File: config.mk
export PLATFORM = sky130hd
export DESIGN_NAME = intr_ctrl_flat
export DESIGN_NICKNAME = d
export VERILOG_FILES = /design/src/rtl/intr_ctrl_pkg.sv /design/src/rtl/intr_ctrl_if.sv /design/src/rtl/intr_prio_enc.sv /design/src/rtl/intr_ctrl.sv /design/src/flat_wrapper.sv
export SDC_FILE = /design/constraint.sdc
export NUM_CORES = 1
export LEC_CHECK = 0
export CAP_MARGIN = 15
export CORE_ASPECT_RATIO = 1.2
export CORE_UTILIZATION = 34
export CTS_BUF_LIST = sky130_fd_sc_hd__clkbuf_8 sky130_fd_sc_hd__clkbuf_16
export CTS_CLUSTER_DIAMETER = 50
export DETAILED_ROUTE_END_ITERATION = 7
export DONT_BUFFER_PORTS = 1
export PLACE_DENSITY_LB_ADDON = 0.25
export SYNTH_ARGS = -nofsm -noshare
export SYNTH_HDL_FRONTEND = slang
export SYNTH_SLANG_ARGS = --single-unit
File: constraint.sdc
create_clock -name clk -period 6.2 [get_ports clk]
set_input_delay 0.62 -clock clk [delete_from_list [all_inputs] [get_ports clk]]
set_output_delay 0.62 -clock clk [all_outputs]
set_load 0.02 [all_outputs]
File: src/rtl/intr_ctrl_pkg.sv
// Shared constants and types for the interrupt controller: register map,
// claim word layout and FSM states.
package intr_ctrl_pkg;
    localparam int ID_W          = 5;
    localparam int CLAIM_VLD_BIT = 31;

    localparam logic [2:0] ADDR_RAW      = 3'd0;
    localparam logic [2:0] ADDR_PENDING  = 3'd1;
    localparam logic [2:0] ADDR_ENABLE   = 3'd2;
    localparam logic [2:0] ADDR_EDGE     = 3'd3;
    localparam logic [2:0] ADDR_CLAIM    = 3'd4;
    localparam logic [2:0] ADDR_COMPLETE = 3'd5;

    typedef enum logic [1:0] {
        IDLE    = 2'd0,
        ACTIVE  = 2'd1,
        SERVICE = 2'd2
    } state_t;
endpackage

File: src/rtl/intr_ctrl_if.sv
// Avalon-MM style register port: single-cycle strobes, registered read data.
interface intr_ctrl_if;
    logic [2:0]  addr;
    logic        read;
    logic        write;
    logic [31:0] wrdata;
    logic [31:0] rddata;

    modport master (output addr, read, write, wrdata, input  rddata);
    modport slave  (input  addr, read, write, wrdata, output rddata);
endinterface

File: src/rtl/intr_prio_enc.sv
// Combinational lowest-index-wins priority encoder.
module intr_prio_enc
    import intr_ctrl_pkg::*;
#(
    parameter int WIDTH = 32
) (
    input  logic [WIDTH-1:0] req,
    output logic             valid,
    output logic [ID_W-1:0]  id
);
    always_comb begin
        valid = |req;
        id    = '0;
        // Scan downward so the lowest set index is the last one written.
        for (int i = WIDTH - 1; i >= 0; i--) begin
            if (req[i]) id = ID_W'(i);
        end
    end
endmodule

File: src/rtl/intr_ctrl.sv
// Interrupt controller: synchronized sticky pending bits, enable/edge masks,
// fixed-priority claim/complete FSM driving a single registered irq.
module intr_ctrl
    import intr_ctrl_pkg::*;
#(
    parameter int NUM_INTR = 32
) (
    input  logic                clk,
    input  logic                rst_n,
    input  logic [NUM_INTR-1:0] interrupt_in,
    intr_ctrl_if.slave          bus,
    output logic                irq
);
    logic [NUM_INTR-1:0] sync1, sync2, prev;
    logic [NUM_INTR-1:0] pending, enable, edge_sel;
    logic [NUM_INTR-1:0] set_vec, clr_vec, pending_nxt, eligible;
    logic [ID_W-1:0]     win_id, claimed_id;
    logic                win_vld, claim, complete;
    logic [31:0]         rd_mux;
    state_t              state;

    assign eligible = pending & enable;

    intr_prio_enc #(.WIDTH(NUM_INTR)) u_prio (
        .req   (eligible),
        .valid (win_vld),
        .id    (win_id)
    );

    assign claim    = bus.read && (bus.addr == ADDR_CLAIM) && (state == ACTIVE) && win_vld;
    assign complete = bus.write && (bus.addr == ADDR_COMPLETE) && (state == SERVICE)
                      && (bus.wrdata[ID_W-1:0] == claimed_id);

    // Set is applied after clears so a same-cycle capture survives a W1C or claim.
    always_comb begin
        set_vec = (sync2 & ~edge_sel) | (sync2 & ~prev & edge_sel);
        clr_vec = '0;
        if (bus.write && bus.addr == ADDR_PENDING) clr_vec = bus.wrdata[NUM_INTR-1:0];
        if (claim) clr_vec = clr_vec | (NUM_INTR'(1) << win_id);
        pending_nxt = (pending & ~clr_vec) | set_vec;
    end

    always_comb begin
        rd_mux = '0;
        case (bus.addr)
            ADDR_RAW:     rd_mux = 32'(sync2);
            ADDR_PENDING: rd_mux = 32'(pending);
            ADDR_ENABLE:  rd_mux = 32'(enable);
            ADDR_EDGE:    rd_mux = 32'(edge_sel);
            ADDR_CLAIM: begin
                if (claim) begin
                    rd_mux[CLAIM_VLD_BIT] = 1'b1;
                    rd_mux[ID_W-1:0]      = win_id;
                end
            end
            default:      rd_mux = '0;
        endcase
    end

    always_ff @(posedge clk or negedge rst_n) begin
        if (!rst_n) begin
            sync1      <= '0;
            sync2      <= '0;
            prev       <= '0;
            pending    <= '0;
            enable     <= '0;
            edge_sel   <= '0;
            bus.rddata <= '0;
        end else begin
            sync1      <= interrupt_in;
            sync2      <= sync1;
            prev       <= sync2;
            pending    <= pending_nxt;
            if (bus.write && bus.addr == ADDR_ENABLE) enable   <= bus.wrdata[NUM_INTR-1:0];
            if (bus.write && bus.addr == ADDR_EDGE)   edge_sel <= bus.wrdata[NUM_INTR-1:0];
            bus.rddata <= bus.read ? rd_mux : '0;
        end
    end

    always_ff @(posedge clk or negedge rst_n) begin
        if (!rst_n) begin
            state      <= IDLE;
            irq        <= 1'b0;
            claimed_id <= '0;
        end else begin
            case (state)
                IDLE: begin
                    if (win_vld) begin
                        state <= ACTIVE;
                        irq   <= 1'b1;
                    end
                end
                ACTIVE: begin
                    if (claim) begin
                        state      <= SERVICE;
                        irq        <= 1'b0;
                        claimed_id <= win_id;
                    end else if (!win_vld) begin
                        state <= IDLE;
                        irq   <= 1'b0;
                    end
                end
                SERVICE: begin
                    if (complete) state <= IDLE;
                end
                default: begin
                    state <= IDLE;
                    irq   <= 1'b0;
                end
            endcase
        end
    end
endmodule
File: src/flat_wrapper.sv
// flat-port wrapper written by rule: the top's interface ports become plain ports
module intr_ctrl_flat import intr_ctrl_pkg::*;
#(
    parameter int NUM_INTR = 32
)
  (clk, rst_n, interrupt_in, irq, bus_addr, bus_read, bus_write, bus_wrdata, bus_rddata);
  intr_ctrl_if bus_i ();
  input  logic clk;
  input  logic rst_n;
  input  logic [NUM_INTR-1:0] interrupt_in;
  output logic irq;
  input wire logic [$bits(bus_i.addr)-1:0] bus_addr;
  input wire logic [$bits(bus_i.read)-1:0] bus_read;
  input wire logic [$bits(bus_i.write)-1:0] bus_write;
  input wire logic [$bits(bus_i.wrdata)-1:0] bus_wrdata;
  output wire logic [$bits(bus_i.rddata)-1:0] bus_rddata;
  assign bus_i.addr = bus_addr;
  assign bus_i.read = bus_read;
  assign bus_i.write = bus_write;
  assign bus_i.wrdata = bus_wrdata;
  assign bus_rddata = bus_i.rddata;
  intr_ctrl #(.NUM_INTR(NUM_INTR)) u_core (.clk(clk), .rst_n(rst_n), .interrupt_in(interrupt_in), .bus(bus_i), .irq(irq));
endmodule
# After elaboration in Yosys (flattened, before gate mapping)
# Cells that the tools add are included.
[totals] output_inout_bits=33 word_cells=98 ram_bits=0 memories=0 mem_bits_ro=0 reg_bits=232 latch_bits=0
[op_classes] mul=0 order_cmp=0 n_addsub=0 n_shift=1 div=0 n_mux=49 n_eq_ne=11 reduce_logical=15 bitwise_logic=12
[ops] operator="$mux W5" n=33
[ops] operator="$and A32 B32 Y32" n=5
[ops] operator="$pmux W26 S4" n=1
[ops] operator="$mux W32" n=3
[ops] operator="$not A32 Y32" n=3
[ops] operator="$or A32 B32 Y32" n=3
[ops] operator="$reduce_or A32 Y1" n=1
[ops] operator="$shl A1 B5 Y32 const A" n=1
[ops] operator="$pmux W5 S5" n=1
[ops] operator="$logic_and A1 B1 Y1" n=9
[ops] operator="$mux W2" n=4
[ops] operator="$eq A3 B2 Y1 const B" n=2
[ops] operator="$eq A3 B3 Y1 const B" n=2
[ops] operator="$pmux W2 S3" n=1
[ops] operator="$reduce_and A3 Y1" n=2
[ops] operator="$eq A5 B5 Y1" n=1
[ops] operator="$pmux W1 S5" n=1
[ops] operator="$mux W1" n=4
[ops] operator="$ne A2 B1 Y1 const B" n=2
[ops] operator="$eq A3 B1 Y1 const B" n=1
[ops] operator="$logic_not A3 Y1" n=1
[ops] operator="$ne A3 B3 Y1 const B" n=1
[ops] operator="$pmux W1 S3" n=1
[ops] operator="$eq A2 B1 Y1 const B" n=1
[ops] operator="4 further kinds" n=4

# Longest topological paths before layout
# Gate-level depths: netlist of the first run.
[logic_depth] ltp_word=39 depth_mapped=9

# By module
# A second synthesis of the first run with hierarchy kept.
[hier_totals] cells_unflattened=744 hier_area_um2=9437.8
[modules_own_cells] mod="intr_ctrl" seq_area_each_um2=5805.6 instances=1 cells_each=679 area_each_um2=9052.4
[modules_own_cells] mod="intr_prio_enc" seq_area_each_um2=0.0 instances=1 cells_each=65 area_each_um2=385.4

# Least setup slack after synthesis of the first run
# Ideal clock, no wire load.
[synth_timing] path_kind="input-to-reg" start="in bus_addr[2]" end="reg u_core.pending[13]" t_arrival_ps=2386 path_buffers=2 setup_time_ps=122 path_stages=7 slack_ps=3692 cell_sequence="clkbuf_2 nand3_1 or3b_1 or3_1 clkbuf_1 or4_1 a32o_1"
[synth_via] elab_chain_cells=8 word_cells_on_any_way=12 classes_between="2 x eq/ne; 2 x mux; 4 x bitwise; 4 x reduce/logical"
[synth_rtl] element="start, declared" line_no="flat_wrapper.sv:12" source="input wire logic [$bits(bus_i.addr)-1:0] bus_addr;"
[synth_rtl] element="$eq A3 B1 Y1 / $eq A3 B3 Y1 (equally long branches)" line_no="intr_ctrl.sv:38, intr_ctrl.sv:30"
[synth_rtl] element="$logic_and A1 B1 Y1 (on tied branches)" line_no="intr_ctrl.sv:38, intr_ctrl.sv:30"
[synth_rtl] element="$mux W32 / $logic_and A1 B1 Y1 (equally long branches)" line_no="intr_ctrl.sv:38, intr_ctrl.sv:30"
[synth_rtl] element="$or A32 B32 Y32 / $logic_and A1 B1 Y1 (equally long branches)" line_no="intr_ctrl.sv:39, intr_ctrl.sv:30"
[synth_rtl] element="$mux W32 *" line_no="intr_ctrl.sv:39" source="if (claim) clr_vec = clr_vec | (NUM_INTR'(1) << win_id);"
[synth_rtl] element="$not A32 Y32 *" line_no="intr_ctrl.sv:40" source="pending_nxt = (pending & ~clr_vec) | set_vec;"
[synth_rtl] element="$and A32 B32 Y32 *" line_no="intr_ctrl.sv:40"
[synth_rtl] element="$or A32 B32 Y32 *" line_no="intr_ctrl.sv:40"
[synth_rtl] element="named net u_core.pending_nxt[13]" line_no="intr_ctrl.sv:16" source="logic [NUM_INTR-1:0] set_vec, clr_vec, pending_nxt, eligible;"
[synth_rtl] element="end signal, assigned" line_no="intr_ctrl.sv:73" source="pending <= pending_nxt;"
[synth_rtl] element="end, declared" line_no="intr_ctrl.sv:15" source="logic [NUM_INTR-1:0] pending, enable, edge_sel;"
# Mark *: on every way through the listed nets, which the timed path passes. The rest lies on a longest branch.
# A chain may end at the register's enable or synchronous reset.

# Final worst setup path of the first run
[layout_timing] start="reg u_core.enable[27]" end="reg u_core.pending[20]"
[layout_via] elab_chain_cells=35 word_cells_on_any_way=37 classes_between="1 x shift; 29 x mux; 5 x bitwise; 2 x reduce/logical"
[layout_rtl] element="start, declared" line_no="intr_ctrl.sv:15"
[layout_rtl] element="start signal, assigned" line_no="intr_ctrl.sv:74" source="if (bus.write && bus.addr == ADDR_ENABLE) enable <= bus.wrdata[NUM_INTR-1:0];"
[layout_rtl] element="$and A32 B32 Y32 *" line_no="intr_ctrl.sv:22" source="assign eligible = pending & enable;"
[layout_rtl] element="$mux W5 (28 in series)" line_no="intr_prio_enc.sv:16" source="if (req[i]) id = ID_W'(i);"
[layout_rtl] element="$shl A1 B5 Y32" line_no="intr_ctrl.sv:39"
[layout_rtl] element="$or A32 B32 Y32" line_no="intr_ctrl.sv:39"
[layout_rtl] element="$mux W32 *" line_no="intr_ctrl.sv:39"
[layout_rtl] element="$not A32 Y32 *" line_no="intr_ctrl.sv:40"
[layout_rtl] element="$and A32 B32 Y32 *" line_no="intr_ctrl.sv:40"
[layout_rtl] element="$or A32 B32 Y32 *" line_no="intr_ctrl.sv:40"
[layout_rtl] element="named net u_core.pending_nxt[20]" line_no="intr_ctrl.sv:16"
# Marks and branches as above.

==> impl_results.html, run 1 <==
<table>
<tr><th>Metric</th><th>Value</th></tr>
<tr><th colspan="2">Timing</th></tr>
<tr><td>Worst hold-check slack</td><td>122 ps</td></tr>
<tr><td>Tightest slew margin relative to the limit</td><td>between 10% and 20%</td></tr>
<tr><td>Hold Violations, Final</td><td>0</td></tr>
<tr><td>Setup repair after global routing missed its margin</td><td>false</td></tr>
<tr><td>Final period util</td><td>between 40% and 50%</td></tr>
<tr><td>Setup violations, final</td><td>0</td></tr>
<tr><td>Highest attainable clock frequency</td><td>approximately 330 MHz</td></tr>
<tr><td>Post-Route Skew</td><td>approximately 14 ps</td></tr>
<tr><td>Transition at the pin with the smallest max-transition slack</td><td>about 1200 ps</td></tr>
<tr><td>Final slew viol count</td><td>0</td></tr>
<tr><td>Setup tns final</td><td>0 ps</td></tr>
<tr><td>Shortest period the worst path allows</td><td>3050 ps</td></tr>
<tr><th colspan="2">Detailed routing</th></tr>
<tr><td>Starting DRT DRC Count</td><td>569</td></tr>
<tr><td>Detailed-router iteration count before antenna repair</td><td>5</td></tr>
<tr><td>Total length of routed wires</td><td>24300 µm</td></tr>
<tr><td>Via Count</td><td>a little over 6k</td></tr>
<tr><td>Average wire per cell in the routed design</td><td>around 23 µm</td></tr>
<tr><td>Final antenna-violating net count</td><td>0</td></tr>
<tr><td>Mean number of vias per cell</td><td>5.70</td></tr>
<tr><td>Post-route DRC violation count</td><td>0</td></tr>
<tr><th colspan="2">Power and ir drop</th></tr>
<tr><td>Comb power frac</td><td>11.9%</td></tr>
<tr><td>Static leakage</td><td>0.00417 µW</td></tr>
<tr><td>Switching share of power</td><td>roughly 27%</td></tr>
<tr><td>VDD IR-drop max</td><td>210 µV</td></tr>
<tr><td>Power per Cell Area</td><td>about 370 mW/mm²</td></tr>
<tr><td>Cell-internal power</td><td>2730 µW</td></tr>
<tr><td>Sequential share of power</td><td>48.4%</td></tr>
<tr><td>Net switching power figure</td><td>1020 µW</td></tr>
<tr><td>Clock Power Share</td><td>39.7%</td></tr>
<tr><th colspan="2">Clock network</th></tr>
<tr><td>CTS tree</td><td>yes</td></tr>
<tr><td>Cts repair resizes</td><td>0</td></tr>
<tr><td>Maximum number of buffers from clock root to sink</td><td>3</td></tr>
<tr><td>Postcts setup bufs</td><td>0</td></tr>
<tr><td>Clock buffer count from CTS</td><td>26</td></tr>
<tr><td>Clk sinks</td><td>232</td></tr>
<tr><td>Deepest level of the CTS H-tree</td><td>1</td></tr>
<tr><td>Clock-pin transition on the worst setup and hold timing paths</td><td>roughly 60 ps</td></tr>
<tr><td>Worst skew pair latency</td><td>around 530 ps</td></tr>
<tr><td>CTS Root Cell</td><td>sky130_fd_sc_hd__clkbuf_16</td></tr>
<tr><th colspan="2">Status</th></tr>
<tr><td>Status</td><td>finished, final reports clean</td></tr>
<tr><th colspan="2">Placed design</th></tr>
<tr><td>Global placement routability congestion</td><td>0.824</td></tr>
<tr><td>Count of buffers from port buffering</td><td>0</td></tr>
<tr><td>Post-Place Cell Area</td><td>0.00941 mm²</td></tr>
<tr><td>HPWL Detailed</td><td>~15000 µm</td></tr>
<tr><th colspan="2">Hold path</th></tr>
<tr><td>WHS Path Cells</td><td>0</td></tr>
<tr><td>Startpoint of the worst hold path</td><td>interrupt_in[29]</td></tr>
<tr><td>Kind of path behind the tightest hold check</td><td>in -&gt; reg</td></tr>
<tr><th colspan="2">Finish</th></tr>
<tr><td>Share of the core filled with cells</td><td>around two fifths</td></tr>
<tr><td>Number of diodes added for antenna fixing</td><td>0</td></tr>
<tr><td>Design area</td><td>about 0.01 mm²</td></tr>
<tr><td>Area growth from synthesis to layout</td><td>13.7%</td></tr>
<tr><td>Number of nets in the finished design</td><td>slightly below 800</td></tr>
<tr><td>Fill count</td><td>2543</td></tr>
<tr><td>Share of final-layout standard cells stronger than drive strength 1</td><td>16.4%</td></tr>
<tr><td>Commonest non-fill, non-tap cells in the layout</td><td>sky130_fd_sc_hd__dfrtp_1, sky130_fd_sc_hd__nand2_1, sky130_fd_sc_hd__a22oi_1, sky130_fd_sc_hd__mux2_2, sky130_fd_sc_hd__a21oi_1</td></tr>
<tr><td>Commonest non-fill, non-tap cell in the layout</td><td>sky130_fd_sc_hd__dfrtp_1</td></tr>
<tr><th colspan="2">Critical path</th></tr>
<tr><td>Category of the critical setup timing path</td><td>reg -&gt; reg</td></tr>
<tr><td>Category of the worst setup path launch point</td><td>register</td></tr>
<tr><td>Max Fanout on Critical Path</td><td>12</td></tr>
<tr><td>Worst r2r src</td><td>u_core.enable[27]$_DFFE_PN0P_</td></tr>
<tr><td>Critical Path End Type</td><td>register</td></tr>
<tr><td>Startpoint of the worst setup timing path</td><td>u_core.enable[27]$_DFFE_PN0P_</td></tr>
<tr><td>Worst reg-to-reg path cell count</td><td>7</td></tr>
<tr><td>Crit path required time</td><td>6540 ps</td></tr>
<tr><td>Worst Path Arrival</td><td>3390 ps</td></tr>
<tr><th colspan="2">GRT</th></tr>
<tr><td>Antenna violations before repair</td><td>0</td></tr>
<tr><td>Pin count of the biggest net entering global routing</td><td>233</td></tr>
<tr><td>GR Overflow Total</td><td>0</td></tr>
<tr><td>Wire length of the first global-routing pass</td><td>38200 µm</td></tr>
<tr><td>Vias in the first global route</td><td>between 6k and 7k</td></tr>
<tr><td>Global router's overall resource usage</td><td>a little under a fifth</td></tr>
<tr><th colspan="2">Floorplanning</th></tr>
<tr><td>Die Span X</td><td>151 µm</td></tr>
<tr><td>Initial Utilization</td><td>between 30 and 40%</td></tr>
<tr><td>Core area</td><td>0.0262 mm²</td></tr>
<tr><td>Vertical die dimension</td><td>181 µm</td></tr>
<tr><td>Number of primary I/O pins</td><td>104</td></tr>
<tr><td>Row count</td><td>65</td></tr>
<tr><td>Die outline area</td><td>about 0.027 mm²</td></tr>
<tr><th colspan="2">Yosys</th></tr>
<tr><td>Dominant synthesized flop cell</td><td>sky130_fd_sc_hd__dfrtp_1</td></tr>
<tr><td>Netlist Area Pre-Place</td><td>0.00903 mm²</td></tr>
<tr><td>Warnings, synthesis</td><td>0</td></tr>
<tr><td>Number of synthesized register bits</td><td>232</td></tr>
<tr><td>Distinct cells, synth</td><td>53</td></tr>
<tr><td>Sequential area share after synthesis</td><td>between 60% and 70%</td></tr>
<tr><td>Syn avg cell area</td><td>12.6 µm²</td></tr>
<tr><td>Cell count after synthesis</td><td>719</td></tr>
<tr><td>Nets in the synthesized netlist</td><td>between 700 and 800</td></tr>
<tr><td>Number of enable-type register cells in the synthesized netlist</td><td>0</td></tr>
<tr><td>Fraction of registers with async set or reset after synthesis</td><td>100%</td></tr>
<tr><th colspan="2">Job</th></tr>
<tr><td>Max-capacitance violation count</td><td>0</td></tr>
</table>
## metal layers
metal | global-route usage (%) | wire [µm] | vias to the layer above | share of wire [%]
li1 | - | - | 2679 | -
met4 | 7.24 | 761 | 0 | 3.1
met5 | 0 | 0 | - | 0
met3 | 4.23 | 1620 | 56 | 6.6
met2 | 30.8 | 12200 | 200 | 50
met1 | 22.3 | 9790 | 3192 | 40
## critical path, stage by stage, from the launching register on
cell and delay [ps]:
sky130_fd_sc_hd__dfrtp_1 430, sky130_fd_sc_hd__a22o_1 260, sky130_fd_sc_hd__a31oi_1 220, sky130_fd_sc_hd__o21ai_0 150, sky130_fd_sc_hd__a2111oi_1 480, sky130_fd_sc_hd__or3_1 400, sky130_fd_sc_hd__nor2b_1 680, sky130_fd_sc_hd__a41oi_1 250
## final cells by class
type	instances	area [µm²]	area share, %
Clock inverter	14	105	1.02
Sequential cell	232	5810	56.5
Inverter	3	11.3	0.110
Clock buffer	31	731	7.12
Tap cell	335	419	4.08
Timing Repair Buffer	10	95.1	0.926
Multi-Input combinational cell	450	3100	30.2
## power groups by stage
stage               combinational, µW  sequential (µW)  clock (µW)
CTS                               450             1810        1530
floorplan                         308             1790           0
detailed placement                415             1840           0
global placement                  406             1830           0
finish                            447             1820        1490
global route                      489             1830        1590
## sequential cells by signal, indices dropped and copies added (netlist names), 2 cells and up
register and flops:
u_core.sync1 32, u_core.enable 32, u_core.sync2 32, u_core.edge_sel 32
u_core.state 2, u_core.claimed_id 5, u_core.prev 32, u_core.pending 32
u_core.bus.rddata 32
## metrics by stage
| stage | setup slack, ps | total power [µW] | cells |
|---|---|---|---|
| after CTS | 3230 | 3790 | 1075 |
| final | 3150 | 3750 | 1075 |
| after detailed placement | 3260 | 2260 | 1029 |
| after floorplan | 3690 | 2100 | 719 |
| after global routing | 3060 | 3910 | 1075 |
| after global placement | 3360 | 2240 | 1029 |
## kinds of logic after synthesis
kind of cell	after synthesis	synth area share, %
flops	232	64.3
simple gates	168	8.24
mux	65	8.23
compound gates	212	17.2
xor+xnor	5	0.485
buf+inv	37	1.56
## final timing paths
path                                           endpoint  slack, ps
hold / removal               u_core.sync1[29]$_DFF_PN0_        120
setup reg to reg           u_core.pending[20]$_DFF_PN0_       3150
setup / recovery           u_core.pending[20]$_DFF_PN0_       3150
min in group asynchronous    u_core.sync1[27]$_DFF_PN0_        150
max in group asynchronous     u_core.sync2[6]$_DFF_PN0_       5100
hold reg to reg               u_core.sync2[3]$_DFF_PN0_        340
## Yosys cell counts, types with 2 or more instances
master                       n  area share [%]
sky130_fd_sc_hd__nand3_1     6            0.33
sky130_fd_sc_hd__a22oi_1    81             6.7
sky130_fd_sc_hd__a21oi_1    38             2.1
sky130_fd_sc_hd__o311ai_0    2            0.19
sky130_fd_sc_hd__and2_1      4            0.28
sky130_fd_sc_hd__a41oi_1    19             1.8
sky130_fd_sc_hd__clkbuf_1   26             1.1
sky130_fd_sc_hd__dfrtp_1   232              64
sky130_fd_sc_hd__nand4b_1    3            0.29
sky130_fd_sc_hd__xnor2_1     2            0.19
sky130_fd_sc_hd__or3_1       2            0.14
sky130_fd_sc_hd__nor2b_1     2            0.14
sky130_fd_sc_hd__a31oi_1    13            0.90
sky130_fd_sc_hd__a32oi_1     3            0.29
sky130_fd_sc_hd__nor3b_1     3            0.25
sky130_fd_sc_hd__a32o_1      8            0.89
sky130_fd_sc_hd__nand4_1     3            0.21
sky130_fd_sc_hd__nor2_1      9            0.37
sky130_fd_sc_hd__xor2_1      3            0.29
sky130_fd_sc_hd__mux2_1      3            0.37
sky130_fd_sc_hd__a222oi_1    2            0.22
sky130_fd_sc_hd__or4_1       2            0.17
sky130_fd_sc_hd__o21bai_1    2            0.17
sky130_fd_sc_hd__buf_1       6            0.25
sky130_fd_sc_hd__a211o_1     2            0.19
sky130_fd_sc_hd__o21ai_0     4            0.22
sky130_fd_sc_hd__inv_1       3            0.12
sky130_fd_sc_hd__nand2b_1    8            0.55
sky130_fd_sc_hd__mux2_2     61             7.6
sky130_fd_sc_hd__nand2_1   119             4.9
sky130_fd_sc_hd__a21boi_0   19             1.6
sky130_fd_sc_hd__a22o_1      7            0.68
sky130_fd_sc_hd__or2_2       2            0.14
## what timing repair did
item / 4_1_cts / 5_1_grt
endpoints found under the hold margin: 232 / 0
hold buffers: 1 / 0
endpoints found under the setup margin: 0 / 0
Note: power is estimated with default switching activity, not from simulation.
==> inputs of run 2 (changes only) <==
- clock period: 6.2 -> 3 ns (I/O delays scaled with it)
==> impl_results.html, run 2 (synthesis results as in run 1) <==
<table>
<tr><th>Metric</th><th>Value</th></tr>
<tr><th colspan="2">Detailed routing</th></tr>
<tr><td>Detailed-router iteration count before antenna repair</td><td>5</td></tr>
<tr><td>Starting DRT DRC Count</td><td>644</td></tr>
<tr><td>Post-route DRC violation count</td><td>0</td></tr>
<tr><td>Via Count</td><td>about 6.5k</td></tr>
<tr><td>Total length of routed wires</td><td>~25000 µm</td></tr>
<tr><td>Average wire per cell in the routed design</td><td>22.0 µm</td></tr>
<tr><td>Mean number of vias per cell</td><td>5.63</td></tr>
<tr><td>Final antenna-violating net count</td><td>0</td></tr>
<tr><th colspan="2">Critical path</th></tr>
<tr><td>Critical path's top delay family</td><td>simple AND/OR/NAND/NOR gates</td></tr>
<tr><td>Standard cell with the maximum stage delay on the critical path</td><td>sky130_fd_sc_hd__or4_1</td></tr>
<tr><td>Max Fanout on Critical Path</td><td>12</td></tr>
<tr><td>Critical Path End Type</td><td>register</td></tr>
<tr><td>Crit path required time</td><td>3420 ps</td></tr>
<tr><td>Category of the critical setup timing path</td><td>reg -&gt; reg</td></tr>
<tr><td>Most frequent CP cell</td><td>sky130_fd_sc_hd__a32o_1</td></tr>
<tr><td>Slowest stage delay, CP</td><td>590 ps</td></tr>
<tr><td>Worst path buffer plus inverter count</td><td>0</td></tr>
<tr><td>Cell Chain, Critical Path</td><td>nand2_1 -&gt; a32o_1 -&gt; a221oi_2 -&gt; a2111oi_1 -&gt; or3_1 -&gt; or4_1 -&gt; a32o_1</td></tr>
<tr><td>Category of the worst setup path launch point</td><td>register</td></tr>
<tr><td>Worst Path Arrival</td><td>3060 ps</td></tr>
<tr><th colspan="2">Clock network</th></tr>
<tr><td>Worst skew pair latency</td><td>roughly 540 ps</td></tr>
<tr><td>Maximum number of buffers from clock root to sink</td><td>3</td></tr>
<tr><td>Postcts setup bufs</td><td>0</td></tr>
<tr><td>Clock-pin transition on the worst setup and hold timing paths</td><td>60 ps</td></tr>
<tr><td>Clk sinks</td><td>232</td></tr>
<tr><td>Cts repair resizes</td><td>0</td></tr>
<tr><td>CTS Root Cell</td><td>sky130_fd_sc_hd__clkbuf_16</td></tr>
<tr><td>Quantity of hold-fixing buffers added after cts</td><td>65</td></tr>
<tr><td>CTS tree</td><td>yes</td></tr>
<tr><td>Clock buffer count from CTS</td><td>28</td></tr>
<tr><td>Deepest level of the CTS H-tree</td><td>1</td></tr>
<tr><th colspan="2">Power and ir drop</th></tr>
<tr><td>VDD IR-drop max</td><td>382 µV</td></tr>
<tr><td>Power per Cell Area</td><td>around 750 mW/mm²</td></tr>
<tr><td>Static leakage</td><td>0.00457 µW</td></tr>
<tr><th colspan="2">Hold path</th></tr>
<tr><td>Kind of path behind the tightest hold check</td><td>in -&gt; async</td></tr>
<tr><th colspan="2">Timing</th></tr>
<tr><td>Hold Violations, Final</td><td>232</td></tr>
<tr><td>Transition at the pin with the smallest max-transition slack</td><td>867 ps</td></tr>
<tr><td>Final period util</td><td>between 80% and 90%</td></tr>
<tr><td>Final slew viol count</td><td>0</td></tr>
<tr><td>Worst hold-check slack</td><td>-538 ps</td></tr>
<tr><td>Setup tns final</td><td>0 ps</td></tr>
<tr><td>Highest attainable clock frequency</td><td>379 MHz</td></tr>
<tr><td>Setup repair after global routing missed its margin</td><td>false</td></tr>
<tr><td>Tightest slew margin relative to the limit</td><td>42.2%</td></tr>
<tr><td>Shortest period the worst path allows</td><td>roughly 2600 ps</td></tr>
<tr><td>Setup violations, final</td><td>0</td></tr>
<tr><td>Post-Route Skew</td><td>16.7 ps</td></tr>
<tr><th colspan="2">Floorplanning</th></tr>
<tr><td>Core area</td><td>0.0262 mm²</td></tr>
<tr><td>Die Span X</td><td>~150 µm</td></tr>
<tr><td>Number of primary I/O pins</td><td>between 100 and 150</td></tr>
<tr><td>Die outline area</td><td>0.0272 mm²</td></tr>
<tr><td>Row count</td><td>65</td></tr>
<tr><td>Initial Utilization</td><td>34.5%</td></tr>
<tr><td>Vertical die dimension</td><td>181 µm</td></tr>
<tr><th colspan="2">GRT</th></tr>
<tr><td>Pin count of the biggest net entering global routing</td><td>233</td></tr>
<tr><td>Global router's overall resource usage</td><td>19.0%</td></tr>
<tr><td>GR Overflow Total</td><td>0</td></tr>
<tr><td>Wire length of the first global-routing pass</td><td>slightly below 40000 µm</td></tr>
<tr><td>Vias in the first global route</td><td>6891</td></tr>
<tr><td>Antenna violations before repair</td><td>0</td></tr>
<tr><th colspan="2">Job</th></tr>
<tr><td>Max-capacitance violation count</td><td>0</td></tr>
<tr><th colspan="2">Status</th></tr>
<tr><td>Status</td><td>finished, violations left</td></tr>
<tr><td>Violations in the final reports</td><td>hold timing</td></tr>
<tr><th colspan="2">Placed design</th></tr>
<tr><td>Global placement routability congestion</td><td>0.821</td></tr>
<tr><td>Count of buffers from port buffering</td><td>0</td></tr>
<tr><td>HPWL Detailed</td><td>15400 µm</td></tr>
<tr><th colspan="2">Finish</th></tr>
<tr><td>Share of the core filled with cells</td><td>42.5%</td></tr>
<tr><td>Area growth from synthesis to layout</td><td>23.1%</td></tr>
<tr><td>Fill count</td><td>2483</td></tr>
<tr><td>Share of final-layout standard cells stronger than drive strength 1</td><td>between 10% and 20%</td></tr>
<tr><td>Number of diodes added for antenna fixing</td><td>0</td></tr>
<tr><td>Commonest non-fill, non-tap cells in the layout</td><td>sky130_fd_sc_hd__dfrtp_1, sky130_fd_sc_hd__nand2_1, sky130_fd_sc_hd__a22oi_1, sky130_fd_sc_hd__dlygate4sd3_1, sky130_fd_sc_hd__mux2_2</td></tr>
<tr><td>Commonest non-fill, non-tap cell in the layout</td><td>sky130_fd_sc_hd__dfrtp_1</td></tr>
<tr><td>Number of nets in the finished design</td><td>869</td></tr>
</table>
-- run 2: changes by cell type in the layout (fill, tap and decap cells not counted), sizes merged --
cell	change
inv	+7
clkbuf	+4
buf	+8
dlygate4sd3	+65
clkinvlp	-3
bufinv	+3
clkinv	-5
-- run 2: area by class of cell --
cell class / instances / area, µm² / area share [%]
clock buffers: 35 / 808 / 7.27
clock inverters: 16 / 189 / 1.70
inverters: 3 / 11.3 / 0.101
multi-input cells: 450 / 3100 / 27.9
flip-flops and latches: 232 / 5810 / 52.2
well taps: 335 / 419 / 3.77
repair buffers: 83 / 786 / 7.06
-- run 2: power by group --
group	switching (µW)	internal (µW)
sequential	309	3440
clock	1320	2240
combinational	525	481
total	2160	6170
-- run 2: per-layer routing --
metal,GRT usage (%),vias up,routed length (µm)
li1,-,2830,-
met1,24.2,3311,10200
met2,31.5,287,12500
met3,3.37,64,1800
met4,7.80,0,823
met5,0,-,0
-- run 2: worst paths after layout --
path	from	slack, ps	cells past startpoint	to
setup / recovery	u_core.pending[23]$_DFF_PN0_	360	7	u_core.pending[15]$_DFF_PN0_
hold / removal	rst_n	-540	0	u_core.bus.rddata[28]$_DFF_PN0_
setup reg to reg	u_core.pending[23]$_DFF_PN0_	360	7	u_core.pending[15]$_DFF_PN0_
hold reg to reg	u_core.sync1[23]$_DFF_PN0_	350	0	u_core.sync2[23]$_DFF_PN0_
max in group asynchronous	rst_n	3090	0	u_core.bus.rddata[9]$_DFF_PN0_
min in group clk	bus_wrdata[12]	30	3	u_core.pending[12]$_DFF_PN0_
-- run 2: per-stage QoR --
stage,worst slack [ps],cell area [µm²],std cells,power (µW)
final,360,11100,1154,8330
after floorplan,697,9030,719,4350
after detailed placement,368,9470,1038,4720
after global placement,424,9470,1038,4680
after global routing,163,11100,1154,8690
after CTS,343,11100,1154,8420
